**config.mk**
```make
export PLATFORM = sky130hd
export DESIGN_NAME = prog_loader
export DESIGN_NICKNAME = d
export VERILOG_FILES = /design/src/rtl/prog_loader_pkg.sv /design/src/rtl/prog_loader_byte_packer.sv /design/src/rtl/prog_loader.sv
export SDC_FILE = /design/constraint.sdc
export NUM_CORES = 1
export LEC_CHECK = 0
export CAP_MARGIN = 20
export CORE_MARGIN = 5
export CORE_UTILIZATION = 47
export CTS_CLUSTER_SIZE = 25
export DETAILED_ROUTE_END_ITERATION = 7
export PLACE_DENSITY = 0.8
export SETUP_SLACK_MARGIN = 0.5
export SLEW_MARGIN = 25
export SYNTH_ARGS = -nofsm -noshare
export SYNTH_HDL_FRONTEND = slang
export SYNTH_SLANG_ARGS = --single-unit
```
**constraint.sdc**
```tcl
create_clock -name clk -period 3.4 [get_ports clk]
set_input_delay 0.68 -clock clk [delete_from_list [all_inputs] [get_ports clk]]
set_output_delay 0.68 -clock clk [all_outputs]
set_load 0.01 [all_outputs]
```
**src/rtl/prog_loader_pkg.sv**
```systemverilog
// prog_loader_pkg: definitions shared by the program loader.
//   state_t    - loader FSM states. CHK exists only with PROG_LOADER_CHECKSUM_EN.
//   HDR_BYTES  - number of bytes in the word-count header.
//   WORD_BYTES - number of bytes in each payload word.
//   ADDR_STEP  - byte-address increment between consecutive words.
// Optional feature macro: PROG_LOADER_CHECKSUM_EN.
package prog_loader_pkg;

    typedef enum logic [2:0] {
        S_HDR,
        S_DATA,
        S_WRITE,
`ifdef PROG_LOADER_CHECKSUM_EN
        S_CHK,
`endif
        S_DONE,
        S_ERR
    } state_t;

    localparam int          HDR_BYTES  = 4;
    localparam int          WORD_BYTES = 4;
    localparam logic [31:0] ADDR_STEP  = 32'd4;

endpackage

```
**src/rtl/prog_loader_byte_packer.sv**
```systemverilog
// byte_packer: assembles little-endian 32-bit words from an accepted byte stream.
// Ports:
//   clk, rst   - clock, asynchronous active-high reset (drops any partial word)
//   byte_en    - a byte is accepted this cycle
//   byte_in    - the accepted byte
//   word_last  - this accepted byte completes a word (combinational)
//   word       - the completed word, valid while word_last is high
// The byte counter and partial word hold their values while byte_en is low,
// so a stalled stream resumes exactly where it stopped.
module byte_packer
    import prog_loader_pkg::*;
(
    input  logic        clk,
    input  logic        rst,
    input  logic        byte_en,
    input  logic [7:0]  byte_in,
    output logic        word_last,
    output logic [31:0] word
);

    logic [1:0]  cnt;
    logic [23:0] shreg;

    // Bytes enter at the top and drift down, so after three bytes the first
    // one sits in [7:0]; the fourth byte is appended directly on the output.
    always_ff @(posedge clk or posedge rst) begin
        if (rst) begin
            cnt   <= '0;
            shreg <= '0;
        end else if (byte_en) begin
            cnt   <= cnt + 2'd1;
            shreg <= {byte_in, shreg[23:8]};
        end
    end

    assign word_last = byte_en && (cnt == 2'(WORD_BYTES - 1));
    assign word      = {byte_in, shreg};

endmodule

```
**src/rtl/prog_loader.sv**
```systemverilog
// prog_loader: receives a program over a byte stream and writes it into
// instruction memory while holding the core in reset.
// Stream: 4-byte LE word count N, then N 4-byte LE words
// (plus one checksum byte when PROG_LOADER_CHECKSUM_EN is defined).
// Ports:
//   clk, rst            - clock, asynchronous active-high reset
//   in_valid/in_data    - byte stream from the host link
//   in_ready            - byte accepted when in_valid && in_ready
//   imem_we/addr/di     - one-cycle instruction-memory write per word
//   core_hold           - keeps the core in reset until the load is done
//   done, error         - sticky completion / abort flags
// Optional feature macro: PROG_LOADER_CHECKSUM_EN (mod-256 payload checksum).
module prog_loader
    import prog_loader_pkg::*;
#(
    parameter int MAX_WORDS = 4096
) (
    input  logic        clk,
    input  logic        rst,
    input  logic        in_valid,
    input  logic [7:0]  in_data,
    output logic        in_ready,
    output logic        imem_we,
    output logic [31:0] imem_addr,
    output logic [31:0] imem_di,
    output logic        core_hold,
    output logic        done,
    output logic        error
);

    localparam int CW = $clog2(MAX_WORDS + 1);

    state_t          state, state_nx;
    logic            ready_en;   // low until the first edge after reset
    logic [CW-1:0]   nwords;
    logic [CW-1:0]   wcnt;
    logic            acc;
    logic            pk_last;
    logic [31:0]     pk_word;
    logic            last_word;
`ifdef PROG_LOADER_CHECKSUM_EN
    logic [7:0]      csum;
`endif

    assign acc       = in_valid && in_ready;
    assign last_word = (wcnt == nwords - CW'(1));

    byte_packer u_packer (
        .clk       (clk),
        .rst       (rst),
        .byte_en   (acc && (state == S_HDR || state == S_DATA)),
        .byte_in   (in_data),
        .word_last (pk_last),
        .word      (pk_word)
    );

    // State register
    always_ff @(posedge clk or posedge rst) begin
        if (rst) state <= S_HDR;
        else     state <= state_nx;
    end

    // Next-state logic
    always_comb begin
        state_nx = state;
        unique case (state)
            S_HDR: if (acc && pk_last) begin
`ifdef PROG_LOADER_CHECKSUM_EN
                if (pk_word == 32'd0)                 state_nx = S_CHK;
`else
                if (pk_word == 32'd0)                 state_nx = S_DONE;
`endif
                else if (pk_word > 32'(MAX_WORDS))    state_nx = S_ERR;
                else                                  state_nx = S_DATA;
            end
            S_DATA:  if (acc && pk_last) state_nx = S_WRITE;
            S_WRITE: begin
`ifdef PROG_LOADER_CHECKSUM_EN
                state_nx = last_word ? S_CHK : S_DATA;
`else
                state_nx = last_word ? S_DONE : S_DATA;
`endif
            end
`ifdef PROG_LOADER_CHECKSUM_EN
            S_CHK:   if (acc) state_nx = (in_data == csum) ? S_DONE : S_ERR;
`endif
            default: state_nx = state;   // DONE/ERR are terminal
        endcase
    end

    // Outputs
    always_comb begin
        in_ready  = 1'b0;
        imem_we   = 1'b0;
        core_hold = 1'b1;
        done      = 1'b0;
        error     = 1'b0;
        unique case (state)
            S_HDR, S_DATA: in_ready = ready_en;
`ifdef PROG_LOADER_CHECKSUM_EN
            S_CHK:         in_ready = ready_en;
`endif
            S_WRITE:       imem_we  = 1'b1;
            S_DONE: begin
                core_hold = 1'b0;
                done      = 1'b1;
            end
            S_ERR:         error    = 1'b1;
            default: ;
        endcase
    end

    // Datapath: word count, word index, write address/data.
    // Address and data are captured on the fourth data byte so they are
    // already stable during WRITE and simply hold afterwards.
    always_ff @(posedge clk or posedge rst) begin
        if (rst) begin
            ready_en  <= 1'b0;
            nwords    <= '0;
            wcnt      <= '0;
            imem_addr <= '0;
            imem_di   <= '0;
        end else begin
            ready_en <= 1'b1;
            if (state == S_HDR && acc && pk_last)
                nwords <= pk_word[CW-1:0];
            if (state == S_DATA && acc && pk_last) begin
                imem_addr <= 32'(wcnt) * ADDR_STEP;
                imem_di   <= pk_word;
            end
            if (state == S_WRITE)
                wcnt <= wcnt + CW'(1);
        end
    end

`ifdef PROG_LOADER_CHECKSUM_EN
    // Mod-256 sum of payload bytes only; the header is not included.
    always_ff @(posedge clk or posedge rst) begin
        if (rst)                         csum <= '0;
        else if (state == S_DATA && acc) csum <= csum + in_data;
    end
`endif

endmodule
```
# Word-level counts from Yosys, hierarchy flattened
# Cells that the tools add are included.
[totals]
reg_bits = 101
out_inout_bits = 69
[classes]
n_addsub = 3
n_lt_le_gt_ge = 1
eq_ne = 8
mux = 11
reduce_logical = 14
[ops]
columns = ["op", "count"]
rows = [
  ["$gt 32x13->1 const B", 1],
  ["$logic_not 32->1", 1],
  ["$add 13x1->13 const B", 1],
  ["$eq 13x13->1", 1],
  ["$sub 13x1->13 const B", 1],
  ["$mux 3", 4],
  ["$pmux 3 s3", 1],
  ["$logic_and 1x1->1", 8],
  ["$eq 3x2->1 const B", 2],
  ["$mux 1", 5],
  ["$ne 2x2->1 const B", 2],
  ["$eq 3x1->1 const B", 1],
  ["$eq 3x3->1 const B", 1],
  ["$logic_not 3->1", 1],
  ["$reduce_and 3->1", 1],
  ["$reduce_bool 3->1", 1],
  ["$add 2x1->2 const B", 1],
  ["$eq 2x2->1 const B", 1],
  ["$mux 2", 1],
  ["$reduce_or 2->1", 1],
  ["$logic_or 1x1->1", 1],
]

# Depth between registers and ports, before layout
[logic_depth]
word_depth = 9
mapped_depth = 8
depth_no_buf = 7

# By module
# A second synthesis with hierarchy kept.
[unflattened]
cells_unflattened = 363
area_unflattened_um2 = 4740.8
[by_module_without_submodules]
columns = ["module", "n_inst", "cells_each", "area_per_inst_um2", "seq_area_each_um2"]
rows = [
  ["prog_loader", 1, 297, 3598.5, 1876.8],
  ["byte_packer", 1, 66, 1142.3, 650.6],
]

# Worst setup path after synthesis
# OpenSTA, ideal clock, no wires.
[synth_timing]
path_kind = "input to register"
start = "input port in_valid"
end = "register nwords[4]"
setup_time_ns = 0.128
arrival_ns = 1.857
slack_ns = 1.416
cell_stages = 7
cell_sequence = "and4bb_1 buf_4 nand2_1 or2_1 buf_6 buf_6 mux2_1"
[synth_between]
elab_chain_len = 4
elab_cells_between_ends = 5
[synth_lines]
columns = ["item", "line_no", "source"]
rows = [
  ["from (decl)", "prog_loader.sv:20", "input logic in_valid,"],
  ["$logic_and 1x1->1 (*)", "prog_loader.sv:45", "assign acc = in_valid && in_ready;"],
  ["$logic_and 1x1->1", "prog_loader.sv:51", ".byte_en (acc && (state == S_HDR || state == S_DATA)),"],
  ["$logic_and 1x1->1", "prog_loader_byte_packer.sv:36", "assign word_last = byte_en && (cnt == 2'(WORD_BYTES - 1));"],
  ["$logic_and 1x1->1 (*)", "prog_loader.sv:125", "if (state == S_HDR && acc && pk_last)"],
  ["to (signal assigned)", "prog_loader.sv:126", "nwords <= pk_word[CW-1:0];"],
  ["to (decl)", "prog_loader.sv:35", "logic [CW-1:0] nwords;"],
]
# Mark *: on every way between the ends. The rest lies on a longest branch, timed or not.
# A chain may end at the register's enable or synchronous reset.

# Worst setup path in the final report
[layout_timing]
start = "register state[1]"
end = "output port done"
[layout_between]
elab_chain_len = 2
[layout_lines]
columns = ["item", "line_no", "source"]
rows = [
  ["from (decl)", "prog_loader.sv:33", "state_t state, state_nx;"],
  ["from (signal assigned)", "prog_loader.sv:60", "else state <= state_nx;"],
  ["$eq 3x2->1", "prog_loader.sv:98", "unique case (state)"],
  ["$mux 1", "prog_loader.sv:98", ""],
  ["to (decl)", "prog_loader.sv:27", "output logic done,"],
]
# Every way passes these cells.

==> metrics.cfg <==
[critical_path]
critical_path.top_delay_family=buffers and inverters
path_cells=inv_1, nor2_1, nand2_1, inv_1, clkdlybuf4s50_1
cp_max_fo=5
path_class=register to output pin
critPathBufInv=3
end_kind=output pin
cp-start-kind=register
slowest_delay_ns=0.53
cp.arrival_ns=1.65
cpMaxStageDelayCell=clkdlybuf4s50_1
cp.required_ns=2.72
worst_path_most_repeated_cell=inv_1

[global_route]
grt_antenna_before_repair=0
grt-ovfl-total=0
grt_pass1_wl_mm=14.8
grt_pass1_vias=2928
gr-usage-all-layers_pct=16.0
grt_max_degree=44

[layout]
area_growth_pct=19.6
layout.cells.non_filler=537
utilization_pct=57.9
n_antenna_cell=0
fin_area_um2=5410
nets=417
drive_gt1_share_pct=24.5

[die]
design.portCount=80
dieArea_um2=11700
fp.dieW_um=108
fp.dieH_um=108
rows=35
core_um2=9330
initial_utilization_pct=48.4

[clock_network]
clockBufferDepth=2
cts_max_level=3
cts_hold_buf=0
cts_setup_buffers=0
cts_tree=built
cts_resized=0
cts.clk_slew.worst_paths_ns=0.09
cts.sinks=101
clock_latency_ns=0.37
cts_made_buffers=9
ctsRootBufferMaster=clkbuf_8

[yosys]
synth_area_leaders=dfrtp_1 (56%), mux2_2 (19%), buf_4 (3.3%)
synth-seq-cells=101
synth_fa_ha_area_share_pct=0.831
yosysSeqAreaShare_pct=55.9
synth.area.mux_share_pct=21.1
ys.flop_type=dfrtp_1
synthCells=342
ys_warn_count=0
yosys.area.top_type_share_pct=55.9
yosys.area.top_type=dfrtp_1
synth_edf_count=0
synth_cell_types=50
synth_compound_area_share_pct=2.71
syn_area_um2=4520
synth-simple-area-share_pct=8.39
syn_area_per_cell_um2=13.2
synth_top_family_by_area=multiplexers
synth_xor_area_share_pct=5.43
async_reset_ff_share_pct=100

[timing]
period_minus_slack_ns=2.33
maxSlewViolCount=0
relSlewSlack_pct=49.7
setup_ws_ns=1.07
post-route-period-util_pct=68.6
grt_setup_unrepaired=no
max_freq_ghz=0.429
hold_viol=0
hold_slack_ns=0.483
setup_violations=0
fin_worst_skew_ns=0.00987
worst_slew_pin_slew_ns=0.753
setup_tns_ns=0

[placed_design]
place_hpwl_mm=6.30
dpl-instance-area_um2=5200
place_inst=521
post-place-ws_ns=0.916
finalWeightedCongestion=0.800
port-buffer-count=60

[flow_run]
maxCapViolations=0

[pwr]
leakagePower_nw=2.42
power.density_nw_per_um2=819
vdd_ir_drop_max_mv=0.433
p_total_mw=4.43

[route]
wl_per_cell_um=16.2
firstDrtPassIters=4
num_vias=2783
wl_mm=8.68
antenna_left=0
drtIter0Drc=82
drc=0
avgViaCountPerCell=5.18

[outcome]
run_status=complete, no violations

[min_path]
hold_class=register to register

==> kinds of logic (layout without fill, tap and decap cells) <==
family / after synthesis / in the layout
DFF: 101 / 101
adders and majority gates: 3 / 3
xor gates and xnor gates: 28 / 28
and+or+nand+nor: 66 / 66
buffers and inverters: 39 / 87
AOI/OAI and AO/OA: 18 / 18
muxes: 85 / 85
other: 2 / 20
==> sequential cells by signal, indices dropped and copies added, names as in the netlist <==
name,count
ready_en,1
imem_addr,13
nwords,13
u_packer.cnt,2
state,3
u_packer.shreg,24
imem_di,32
wcnt,13
==> layout make-up <==
type                            count  area (µm²)
Fill cell                         801        3920
Sequential cell                   101        2530
Multi-Input combinational cell    220        1810
Timing Repair Buffer               65         676
Tap cell                          129         161
Clock buffer                       12         145
Clock inverter                      4        55.1
Inverter                            6        26.3
==> worst paths after layout <==
kind                            startpoint              end  slack (ns)  cells past startpoint
max                               state[1]             done        1.07                      5
min                        u_packer.cnt[0]  u_packer.cnt[0]        0.48                      1
max reg2reg                      nwords[0]         state[1]        1.31                      7
min reg2reg                u_packer.cnt[0]  u_packer.cnt[0]        0.48                      1
max in group asynchronous              rst       imem_di[5]        1.98                      3
min in group asynchronous              rst      imem_di[20]        0.78                      2
==> metal layers <==
metal	vias up	GRT usage [%]	part of all wire, %
met5	-	0	0
met4	0	5.41	1.6
met3	14	4.84	6.3
met2	76	26.6	51
met1	1411	19.8	41
li1	1282	-	-
==> synth_stat cells (all sizes together) (5+ instances only) <==
| master | number |
|---|---|
| nand2 | 17 |
| nor4 | 11 |
| nor2 | 5 |
| nor3 | 5 |
| xor2 | 14 |
| inv | 6 |
| buf | 27 |
| o21ai | 6 |
| nand3 | 5 |
| xnor2 | 14 |
| clkbuf | 6 |
| mux2 | 83 |
| dfrtp | 101 |
==> report_power, final <==
group | total (mW) | internal (mW) | switching, mW
registers | 2.10 | 1.65 | 0.453
logic | 1.55 | 0.942 | 0.610
clock network | 0.770 | 0.367 | 0.403
total | 4.43 | 2.96 | 1.47
==> cells in the final DEF (no fill, tap or decap), types with 3 or more instances in the layout <==
| master | instances |
|---|---|
| inv_1 | 5 |
| xor2_1 | 14 |
| nor3_1 | 5 |
| nand2_1 | 17 |
| buf_12 | 3 |
| mux2_2 | 76 |
| o21ai_0 | 4 |
| conb_1 | 20 |
| nor2_1 | 5 |
| ha_1 | 3 |
| clkbuf_8 | 10 |
| xnor2_1 | 14 |
| dfrtp_1 | 101 |
| and3_1 | 3 |
| mux2_1 | 7 |
| nand3_1 | 4 |
| nor4_1 | 11 |
| clkdlybuf4s50_1 | 60 |
No activity file was read; power rests on OpenSTA's default activity.
